--- src/rtl/rp_mask_gen.sv ---
`timescale 1ns/1ps
// Structured-light mask row generator: tiles a latched w x h bit pattern across a row,
// with an optional per-row diagonal phase shift, and hands rows out over a valid/ready link.
module rp_mask_gen #(
    parameter int SENSOR_W  = 300,
    parameter int SENSOR_H  = 300,
    parameter int PAT_W_MAX = 8,
    parameter int PAT_H_MAX = 8
) (
    input  logic                             clk,
    input  logic                             rst_n,
    input  logic                             clk_en,
    input  logic                             start,
    input  logic                             abort,
    input  logic [3:0]                       pattern_w,
    input  logic [3:0]                       pattern_h,
    input  logic [PAT_W_MAX*PAT_H_MAX-1:0]   pattern,
    input  logic [3:0]                       shift,
    input  logic                             invert,
    output logic [SENSOR_W-1:0]              mask_row,
    output logic                             mask_valid,
    input  logic                             mask_ready,
    output logic [10:0]                      row_idx,
    output logic                             busy,
    output logic                             frame_done,
    output logic                             cfg_err
);

    typedef enum logic [1:0] {IDLE, GEN, PRESENT, DONE} state_t;

    localparam logic [3:0]  W_MAX    = 4'(PAT_W_MAX);
    localparam logic [3:0]  H_MAX    = 4'(PAT_H_MAX);
    localparam logic [10:0] LAST_ROW = 11'(SENSOR_H - 1);

    // Reduce a 4-bit value modulo m (m >= 1) by bounded repeated subtraction.
    function automatic logic [3:0] wrap_mod(input logic [3:0] v, input logic [3:0] m);
        logic [3:0] r;
        r = v;
        for (int i = 0; i < 15; i++) begin
            if (r >= m) r = r - m;
        end
        return r;
    endfunction

    state_t state_q, state_d;

    logic [3:0]                     w_q, h_q, sh_q, prow_q, phase_q;
    logic [PAT_W_MAX*PAT_H_MAX-1:0] pat_q;
    logic                           inv_q;

    logic                           cfg_ok, accept, advance;
    logic [4:0]                     phase_sum;
    logic [3:0]                     phase_next;
    logic [PAT_W_MAX-1:0]           pat_row, rot_row, sh_bits;
    logic [4:0]                     rot_idx;
    logic [SENSOR_W-1:0]            gen_row;

    logic [SENSOR_W-1:0]            mask_row_d;
    logic [10:0]                    row_idx_d;
    logic                           mask_valid_d, busy_d, frame_done_d, cfg_err_d;

    assign cfg_ok  = (pattern_w != 4'd0) && (pattern_w <= W_MAX) &&
                     (pattern_h != 4'd0) && (pattern_h <= H_MAX);
    assign accept  = !abort && (state_q == IDLE) && start && cfg_ok;
    assign advance = !abort && (state_q == PRESENT) && mask_ready && (row_idx != LAST_ROW);

    always_comb begin
        phase_sum = {1'b0, phase_q} + {1'b0, sh_q};
        if (phase_sum >= {1'b0, w_q}) phase_sum = phase_sum - {1'b0, w_q};
        phase_next = phase_sum[3:0];
    end

    // ---------------- FSM: state register ----------------
    always_ff @(posedge clk or negedge rst_n) begin
        if (!rst_n)      state_q <= IDLE;
        else if (clk_en) state_q <= state_d;
    end

    // ---------------- FSM: next state ----------------
    always_comb begin
        state_d = state_q;
        if (abort) begin
            state_d = IDLE;
        end else begin
            case (state_q)
                IDLE:    if (start && cfg_ok) state_d = GEN;
                GEN:     state_d = PRESENT;
                PRESENT: if (mask_ready) state_d = (row_idx == LAST_ROW) ? DONE : GEN;
                DONE:    state_d = IDLE;
                default: state_d = IDLE;
            endcase
        end
    end

    // Latched frame config and the two wrap counters (pattern row, horizontal phase).
    always_ff @(posedge clk or negedge rst_n) begin
        if (!rst_n) begin
            w_q     <= '0;
            h_q     <= '0;
            sh_q    <= '0;
            pat_q   <= '0;
            inv_q   <= 1'b0;
            prow_q  <= '0;
            phase_q <= '0;
        end else if (clk_en) begin
            if (accept) begin
                w_q     <= pattern_w;
                h_q     <= pattern_h;
                sh_q    <= wrap_mod(shift, pattern_w);
                pat_q   <= pattern;
                inv_q   <= invert;
                prow_q  <= '0;
                phase_q <= '0;
            end else if (advance) begin
                prow_q  <= (prow_q == h_q - 4'd1) ? 4'd0 : prow_q + 4'd1;
                phase_q <= phase_next;
            end
        end
    end

    // ---------------- Row generation ----------------
    always_comb begin
        pat_row = '0;
        for (int r = 0; r < PAT_H_MAX; r++) begin
            if (prow_q == 4'(r)) pat_row = pat_q[r*PAT_W_MAX +: PAT_W_MAX];
        end
    end

    // rot_row[j] = pattern column (j + phase) mod w; only j < w is ever consumed.
    always_comb begin
        rot_row = '0;
        rot_idx = '0;
        sh_bits = '0;
        for (int j = 0; j < PAT_W_MAX; j++) begin
            rot_idx = 5'(j) + {1'b0, phase_q};
            if (rot_idx >= {1'b0, w_q}) rot_idx = rot_idx - {1'b0, w_q};
            sh_bits    = pat_row >> rot_idx;
            rot_row[j] = sh_bits[0];
        end
    end

    // Column c takes rot_row[c mod w]; every legal w gets its own constant-folded tiling.
    always_comb begin
        gen_row = '0;
        for (int c = 0; c < SENSOR_W; c++) begin
            for (int wv = 1; wv <= PAT_W_MAX; wv++) begin
                if (w_q == 4'(wv)) gen_row[c] = rot_row[c % wv] ^ inv_q;
            end
        end
    end

    // ---------------- FSM: outputs (next values, registered below) ----------------
    always_comb begin
        mask_row_d   = mask_row;
        row_idx_d    = row_idx;
        mask_valid_d = (state_d == PRESENT);
        busy_d       = (state_d != IDLE);
        frame_done_d = (state_d == DONE);
        cfg_err_d    = !abort && (state_q == IDLE) && start && !cfg_ok;
        if (accept)  row_idx_d = '0;
        if (advance) row_idx_d = row_idx + 11'd1;
        if (!abort && (state_q == GEN)) mask_row_d = gen_row;
    end

    always_ff @(posedge clk or negedge rst_n) begin
        if (!rst_n) begin
            mask_row   <= '0;
            mask_valid <= 1'b0;
            row_idx    <= '0;
            busy       <= 1'b0;
            frame_done <= 1'b0;
            cfg_err    <= 1'b0;
        end else if (clk_en) begin
            mask_row   <= mask_row_d;
            mask_valid <= mask_valid_d;
            row_idx    <= row_idx_d;
            busy       <= busy_d;
            frame_done <= frame_done_d;
            cfg_err    <= cfg_err_d;
        end
    end

endmodule

--- config.mk ---
export PLATFORM = sky130hd
export DESIGN_NAME = rp_mask_gen
export DESIGN_NICKNAME = d
export VERILOG_FILES = /design/src/rtl/rp_mask_gen.sv
export SDC_FILE = /design/constraint.sdc
export NUM_CORES = 1
export LEC_CHECK = 0
export BUFFER_PORTS_ARGS = -buffer_cell sky130_fd_sc_hd__buf_2
export CORE_MARGIN = 5
export CORE_UTILIZATION = 35
export CTS_CLUSTER_SIZE = 24
export DETAILED_ROUTE_END_ITERATION = 8
export PLACE_DENSITY = 0.53
export SLEW_MARGIN = 20
export SYNTH_ARGS = -nofsm -noshare
export SYNTH_HDL_FRONTEND = slang
export SYNTH_SLANG_ARGS = --single-unit
--- constraint.sdc ---
create_clock -name clk -period 6.7 [get_ports clk]
set_input_delay 0.335 -clock clk [delete_from_list [all_inputs] [get_ports clk]]
set_output_delay 0.335 -clock clk [all_outputs]
set_load 0.05 [all_outputs]
==> reports/summary.txt, run 1 <==
Achievable Freq - 52.7 MHz
total number of vias - 22.6k
clk buf depth - 3
Yosys cell types - 93
NumNets Final - 3400
drt initial violations - 1844
Crit Path Max Fanout - 7
EDFF count, synth - 0
root buf cell - clkbuf_16
period utilisation layout - 283%
critical path class - input pin to flip-flop
Synth area leaders - dfrtp_1 (43%), nand2_1 (5.8%), ha_1 (5.7%)
Avg Inst Size Synth - 9.25 um^2
Final Hold Fails - 0
Area growth, synth to finish - 34.3%
Num CTS Buffers - 46
final WL - 88700 um
first-pass GRT wire length - 135000 um
Core Footprint - 65600 um^2
met2 WL - 42800 um
worst setup margin - -12.26 ns
DRT met1 WL - 38400 um
Synth Flop Type - dfrtp_1
layout cell share with drive strength beyond 1 - 29.4%
routed vias/inst - 5.53
post-layout instance area - 31100 um^2
setup violators final - 4
Post-Syn Area - 23200 um^2
chip width - 267 um
Max Slew Vio Count - 0
register area share after synthesis - 43.5%
Yosys reg bits - 402
fin util - 47.4%
Worst-Skew Late Latency - 0.60 ns
Clk pin slew, worst setup/hold paths - 0.06 ns
max incr delay on CP - 0.36 ns
failing checks - negative setup slack
vias in the first global route - 22.5k
H-tree depth - 2
Highest Signal Layer - met4
largest net degree at the start of global routing - 169
footprint of the multi-input gates - 13100 um^2
Core Rows - 94
synth warn - 0
die height - 267 um
TritonCTS clock tree - done
DR WL met3 - 5130 um
drt first pass iters - 6
crit path DAT - 19.49 ns
Overall Global Routing Usage - 23.6%
Synth top area share - 43.5%
Post-DRT Antenna Nets - 0
minimum clock period - 18.96 ns
final clock skew - 0.0242 ns
Max-Cap Viols - 0
Slew @ Worst Pin - 1.06 ns
Top Ports - 398
DIE AREA - 71400 um^2
Worst path top cell family by delay - compound AO/OA/AOI/OAI gates
Cells after Synth - 2504
HPWL Detailed - 64100 um
placed cell areas - 27700 um^2
Syn Nets - 2714
Slew Limit Headroom - 29.5%
GRT overflow - 0
Final TNS setup - -48.99 ns
crit start category - input pin
Layout fillers - 6413
RSZ-0062 raised after global routing - true
Routed WL per cell - 21.7 um
initial antenna violation count - 0
Buffers on Ports - 397
Hold Crit Class - input pin to flip-flop
slowest stage cell on the critical path - fa_2
asr flop ratio synth - 100%
Crit. End Element - flip-flop
gpl congestion - 0.851
starting density of the core - 35.3%
register area - 10100 um^2
area leader, netlist - dfrtp_1
Worst path most repeated cell - a21o_1
# DRC - 0
CP bufs+invs - 15
clock sink total - 402
Worst EP required - 7.22 ns
outcome - complete, but fails checks
-- final timing paths --
check                           from       endpoint  slack, ns  depth (start not counted)
max                         shift[0]        sh_q[3]     -12.26                        118
min                           invert          inv_q       0.04                          3
min reg2reg                pat_q[13]      pat_q[13]       0.48                          2
min in group asynchronous      rst_n  mask_row[100]       0.24                          2
max reg2reg                   w_q[3]    mask_row[7]       0.64                         13
max in group asynchronous      rst_n  mask_row[245]       5.14                          3
-- cells in the mapped netlist (all sizes together), types with 26 or more instances --
library cell and number:
ha 105, dfrtp 402, nor2b 38, nor3 47
a21oi 195, inv 82, clkbuf 88, nand3 26
a31oi 54, nand2b 34, and2 27, mux2i 34
o21ai 101, o32a 97, o22a 71, xor2 26
buf 36, nor2 283, a21o 51, nand2 360
xnor2 38
-- logic make-up (layout without fill, tap and decap cells) --
logic type / Yosys count / in the layout / synth area share (%)
simple gates: 897 / 897 / 17.2
compound gates: 761 / 761 / 23.7
fa+ha+maj: 127 / 127 / 7.58
buf+inv: 208 / 930 / 3.57
other cells: 0 / 1 / 0
flops: 402 / 402 / 43.5
mux: 45 / 45 / 2.02
xor+xnor: 64 / 64 / 2.52
-- state kept, by name, indices dropped and copies added, names as in the netlist --
signal / cells
phase_q: 4
state_q: 2
pat_q: 64
frame_done: 1
cfg_err: 1
prow_q: 4
mask_valid: 1
sh_q: 4
h_q: 4
w_q: 4
row_idx: 11
mask_row: 300
inv_q: 1
busy: 1
-- metal layers --
| layer | vias up | global-route usage, % |
|---|---|---|
| li1 | 10428 | - |
| met1 | 11314 | 32.1 |
| met2 | 752 | 40.0 |
| met3 | 139 | 3.33 |
| met4 | 0 | 5.97 |
| met5 | - | 0 |
-- timing repair --
item | CTS | global route
pin swaps | 53 | 75
setup endpoints to repair | 4 | 4
buffers inserted | 51 | 29
hold buffers | 69 | 0
resized for setup | 60 | 57
hold endpoints to repair | 190 | 0
-- cell usage in the layout (no fill, tap or decap), types with 14 or more instances in the layout --
master and count:
xor2_1 26, ha_1 83, nor2b_1 38, dlygate4sd3_1 69, buf_6 14, inv_1 74
nor2_1 269, a21oi_1 173, nor3_1 45, o22a_1 71, a211oi_1 17, fa_2 15
and3_1 18, buf_2 394, buf_4 280, and2_1 23, xnor2_1 35, a22oi_1 15
ha_4 16, mux2i_1 34, o21a_1 21, o32a_1 97, a31oi_1 51, o21ai_0 75
a21oi_2 16, nand2_1 347, dfrtp_1 402, nand3_1 25, nand2b_1 30, clkbuf_16 46
a21o_1 51
-- area by class of cell --
type                       instances  share of cell area, %
multi-input combinational       1894                   42.0
inverter                          84                   1.04
sequential                       402                   32.3
tap                              864                   3.48
antenna                            1                0.00805
clock buffer                      64                   4.18
timing repair buffer             762                   16.2
clock inverter                    20                  0.760
-- stage by stage --
| stage | hold WS [ns] | setup WS (ns) | std cells |
|---|---|---|---|
| after floorplan | 0.0394 | -12.13 | 2504 |
| after global placement | 0.453 | -12.46 | 3857 |
| after detailed placement | 0.460 | -12.98 | 3857 |
| after CTS | 0.00356 | -11.92 | 4061 |
| after global routing | 0.0325 | -13.07 | 4090 |
| final | 0.0355 | -12.26 | 4091 |
-- worst register-to-register path, cell delays in order, from the launching register on --
cell       delay [ns]
dfrtp_1          0.90
clkinv_1         0.72
ha_1             0.64
o21ai_0          0.12
a21o_1           0.20
a21oi_1          0.26
nor3_1           0.10
a2bb2oi_1        0.21
nor4b_1          0.59
o21ai_0          0.43
nand2_1          0.38
nor2_2           0.26
nor3_1           0.90
a21oi_1          0.16
Power of run 1 is not shown: default switching activity piles up to over one toggle a cycle in this logic, so the estimate is an artifact.
==> inputs of run 2 (changes only) <==
- CTS_BUF_LIST: not set -> sky130_fd_sc_hd__clkbuf_4
==> run 2 against run 1 <==
Effect of this change: highest routed layer unchanged; critical path type unchanged; global-route usage grew 0.22 points; setup slack better by 0.44 ns; critical path depth down 3; count of clock-buffer cells in the layout rose by 95; maximum frequency up 2.4%; the run still ends with negative setup slack left; cell area shrank 0.93%; first-iteration DRC count shrank 3.4%; hold slack gained 0.082 ns; core utilization fell by 0.44 points; clock skew rose by 0.053 ns; cell count rose by 2.7%.
==> reports/summary.txt, run 2 (synthesis results as in run 1) <==
Slew Limit Headroom - 29.9% (+0.44 points)
setup violators final - 4 (unchanged)
DIE AREA - 71400 um^2 (unchanged)
crit path DAT - 19.26 ns (-0.23 ns)
post-layout instance area - 30800 um^2 (-0.93%)
first-pass GRT wire length - 136000 um (+0.72%)
RSZ-0062 raised after global routing - true
CP bufs+invs - 11 (-4)
Worst path most repeated cell - a21o_1
final WL - 89000 um (+0.30%)
failing checks - negative setup slack
r2r setup slk - 0.68 ns (+0.04 ns)
layout cell share with drive strength beyond 1 - 30.8% (+1.4 points)
dpl cells - 3857 (unchanged)
CP startpoint - shift[0]
Max-Cap Viols - 0 (unchanged)
Max Slew Vio Count - 0 (unchanged)
Post-DRT Antenna Nets - 0 (unchanged)
Core Rows - 94 (unchanged)
Final Hold Fails - 0 (unchanged)
commonest non-fill, non-tap cell in the layout - dfrtp_1
largest net degree at the start of global routing - 169 (unchanged)
Hold Path Cell Cnt - 4 (+1)
initial antenna violation count - 1 (+1)
starting density of the core - 35.3% (unchanged)
Num CTS Buffers - 109 (+140%)
outcome - complete, but fails checks
final clock skew - 0.0770 ns (+0.0527 ns)
H-tree depth - 3 (+1)
reg2reg start - w_q[3]
Worst EP required - 7.44 ns (+0.22 ns)
HPWL Detailed - 64100 um (unchanged)
drt initial violations - 1781 (-3.4%)
slowest stage cell on the critical path - fa_2
Slew @ Worst Pin - 1.05 ns (-0.00660 ns)
Top Ports - 398 (unchanged)
Largest register FFs - 300 (unchanged)
Register-to-Register Path Depth - 13 (unchanged)
Buffers on Ports - 397 (unchanged)
vias in the first global route - 23.1k (+2.8%)
final cell count without fillers - 4202 (+2.7%)
most frequent cells in the layout - dfrtp_1 (402), buf_2 (395), nand2_1 (348)
largest reg by FF count - mask_row
chip width - 267 um (unchanged)
period utilisation layout - 276% (-6.6 points)
Layout fillers - 6465 (+0.81%)
critical path class - input pin to flip-flop
Worst-Skew Late Latency - 0.91 ns (+0.31 ns)
Clk pin slew, worst setup/hold paths - 0.06 ns (about the same)
minimum clock period - 18.52 ns (-0.444 ns)
Achievable Freq - 54.0 MHz (+2.4%)
Routed WL per cell - 21.2 um (-2.4%)
Final TNS setup - -47.12 ns (+1.87 ns)
register area - 10100 um^2 (unchanged)
total number of vias - 23.1k (+1.9%)
WP depth - 115 (-2.5%)
TritonCTS clock tree - done
footprint of the multi-input gates - 13000 um^2 (-0.91%)
max incr delay on CP - 0.36 ns (about the same)
Crit Path Max Fanout - 7 (unchanged)
biggest regs - mask_row x300, pat_q x64, row_idx x11
Critical Path Sink - sh_q[1]
Crit Reg-Reg Endpoint - mask_row[127]
root buf cell - clkbuf_4
Hold Crit Class - input pin to flip-flop
crit start category - input pin
die height - 267 um (unchanged)
Core Footprint - 65600 um^2 (unchanged)
Worst path top cell family by delay - compound AO/OA/AOI/OAI gates
placed cell areas - 27700 um^2 (unchanged)
drt first pass iters - 7 (+1)
clk buf depth - 3 (unchanged)
Area growth, synth to finish - 33.1%
clock sink total - 402 (unchanged)
Overall Global Routing Usage - 23.8% (+0.22 points)
# DRC - 0 (unchanged)
worst setup margin - -11.82 ns (+0.444 ns)
GRT overflow - 0 (unchanged)
NumNets Final - 3461 (+1.8%)
gpl congestion - 0.851 (unchanged)
Min Hold Slack - 0.117 ns (+0.0819 ns)
Crit. End Element - flip-flop
routed vias/inst - 5.49 (-0.77%)
==> run 2: cell types whose count changed in the layout (fill, tap and decap cells not counted), moves of 5 or more <==
cell,before,now
clkbuf_1,10,0
clkinv_2,9,4
clkinv_1,2,27
dlygate4sd3_1,69,79
clkbuf_4,0,159
clkbuf_8,8,0
buf_6,14,8
clkbuf_16,46,0
buf_4,280,273
==> run 2: timing repair <==
action | 4_1_cts | 5_1_grt
hold endpoints to repair | 202 | 37
hold buffers | 78 | 1
setup buffers | 48 | 20
pin swaps | 37 | 45
setup endpoints to repair | 4 | 4
resized for setup | 51 | 42
==> run 2: cell type report <==
| class | count | area share, % |
|---|---|---|
| antenna | 3 | 0.0244 |
| clock inverter | 36 | 0.597 |
| timing repair buffer | 760 | 16.3 |
| tap | 864 | 3.51 |
| clock buffer | 159 | 3.87 |
| sequential | 402 | 32.6 |
| inverter | 84 | 1.04 |
| multi-input combinational | 1894 | 42.0 |
==> run 2: worst reg2reg max path, delay by kind of cell, from the launching register on <==
| family | cells | cell delay (ns) |
|---|---|---|
| buffers and inverters | 1 | 0.68 |
| adders and majority gates | 1 | 0.63 |
| DFF | 1 | 0.87 |
| and+or+nand+nor | 5 | 2.25 |
| AOI/OAI and AO/OA | 6 | 1.39 |
==> run 2: stage by stage <==
| stage | utilization, % | setup slack [ns] |
|---|---|---|
| final | 46.9 | -11.82 |
| after CTS | 46.4 | -11.50 |
| after global placement | 42.2 | -12.46 |
| after global routing | 46.9 | -12.70 |
| after floorplan | - | -12.13 |
| after detailed placement | 42.2 | -12.98 |
==> run 2: worst min-delay path by stage <==
stage | start | endpoint | slack, ns
CTS | pattern_w[1] | w_q[1] | 0.02
finish | pattern_w[1] | w_q[1] | 0.12
global route | pattern_w[1] | w_q[1] | 0.08
floorplan | rst_n | busy | 0.04
detailed placement | pat_q[30] | pat_q[30] | 0.46
global placement | pat_q[30] | pat_q[30] | 0.45
==> run 2: routing by layer <==
metal / wire length (um) / GRT usage (%)
met2: 42900 / 40.0
met4: 2420 / 7.48
met5: 0 / 0
met3: 5250 / 3.90
met1: 38400 / 31.8
Power of run 2 is left out for the same reason.
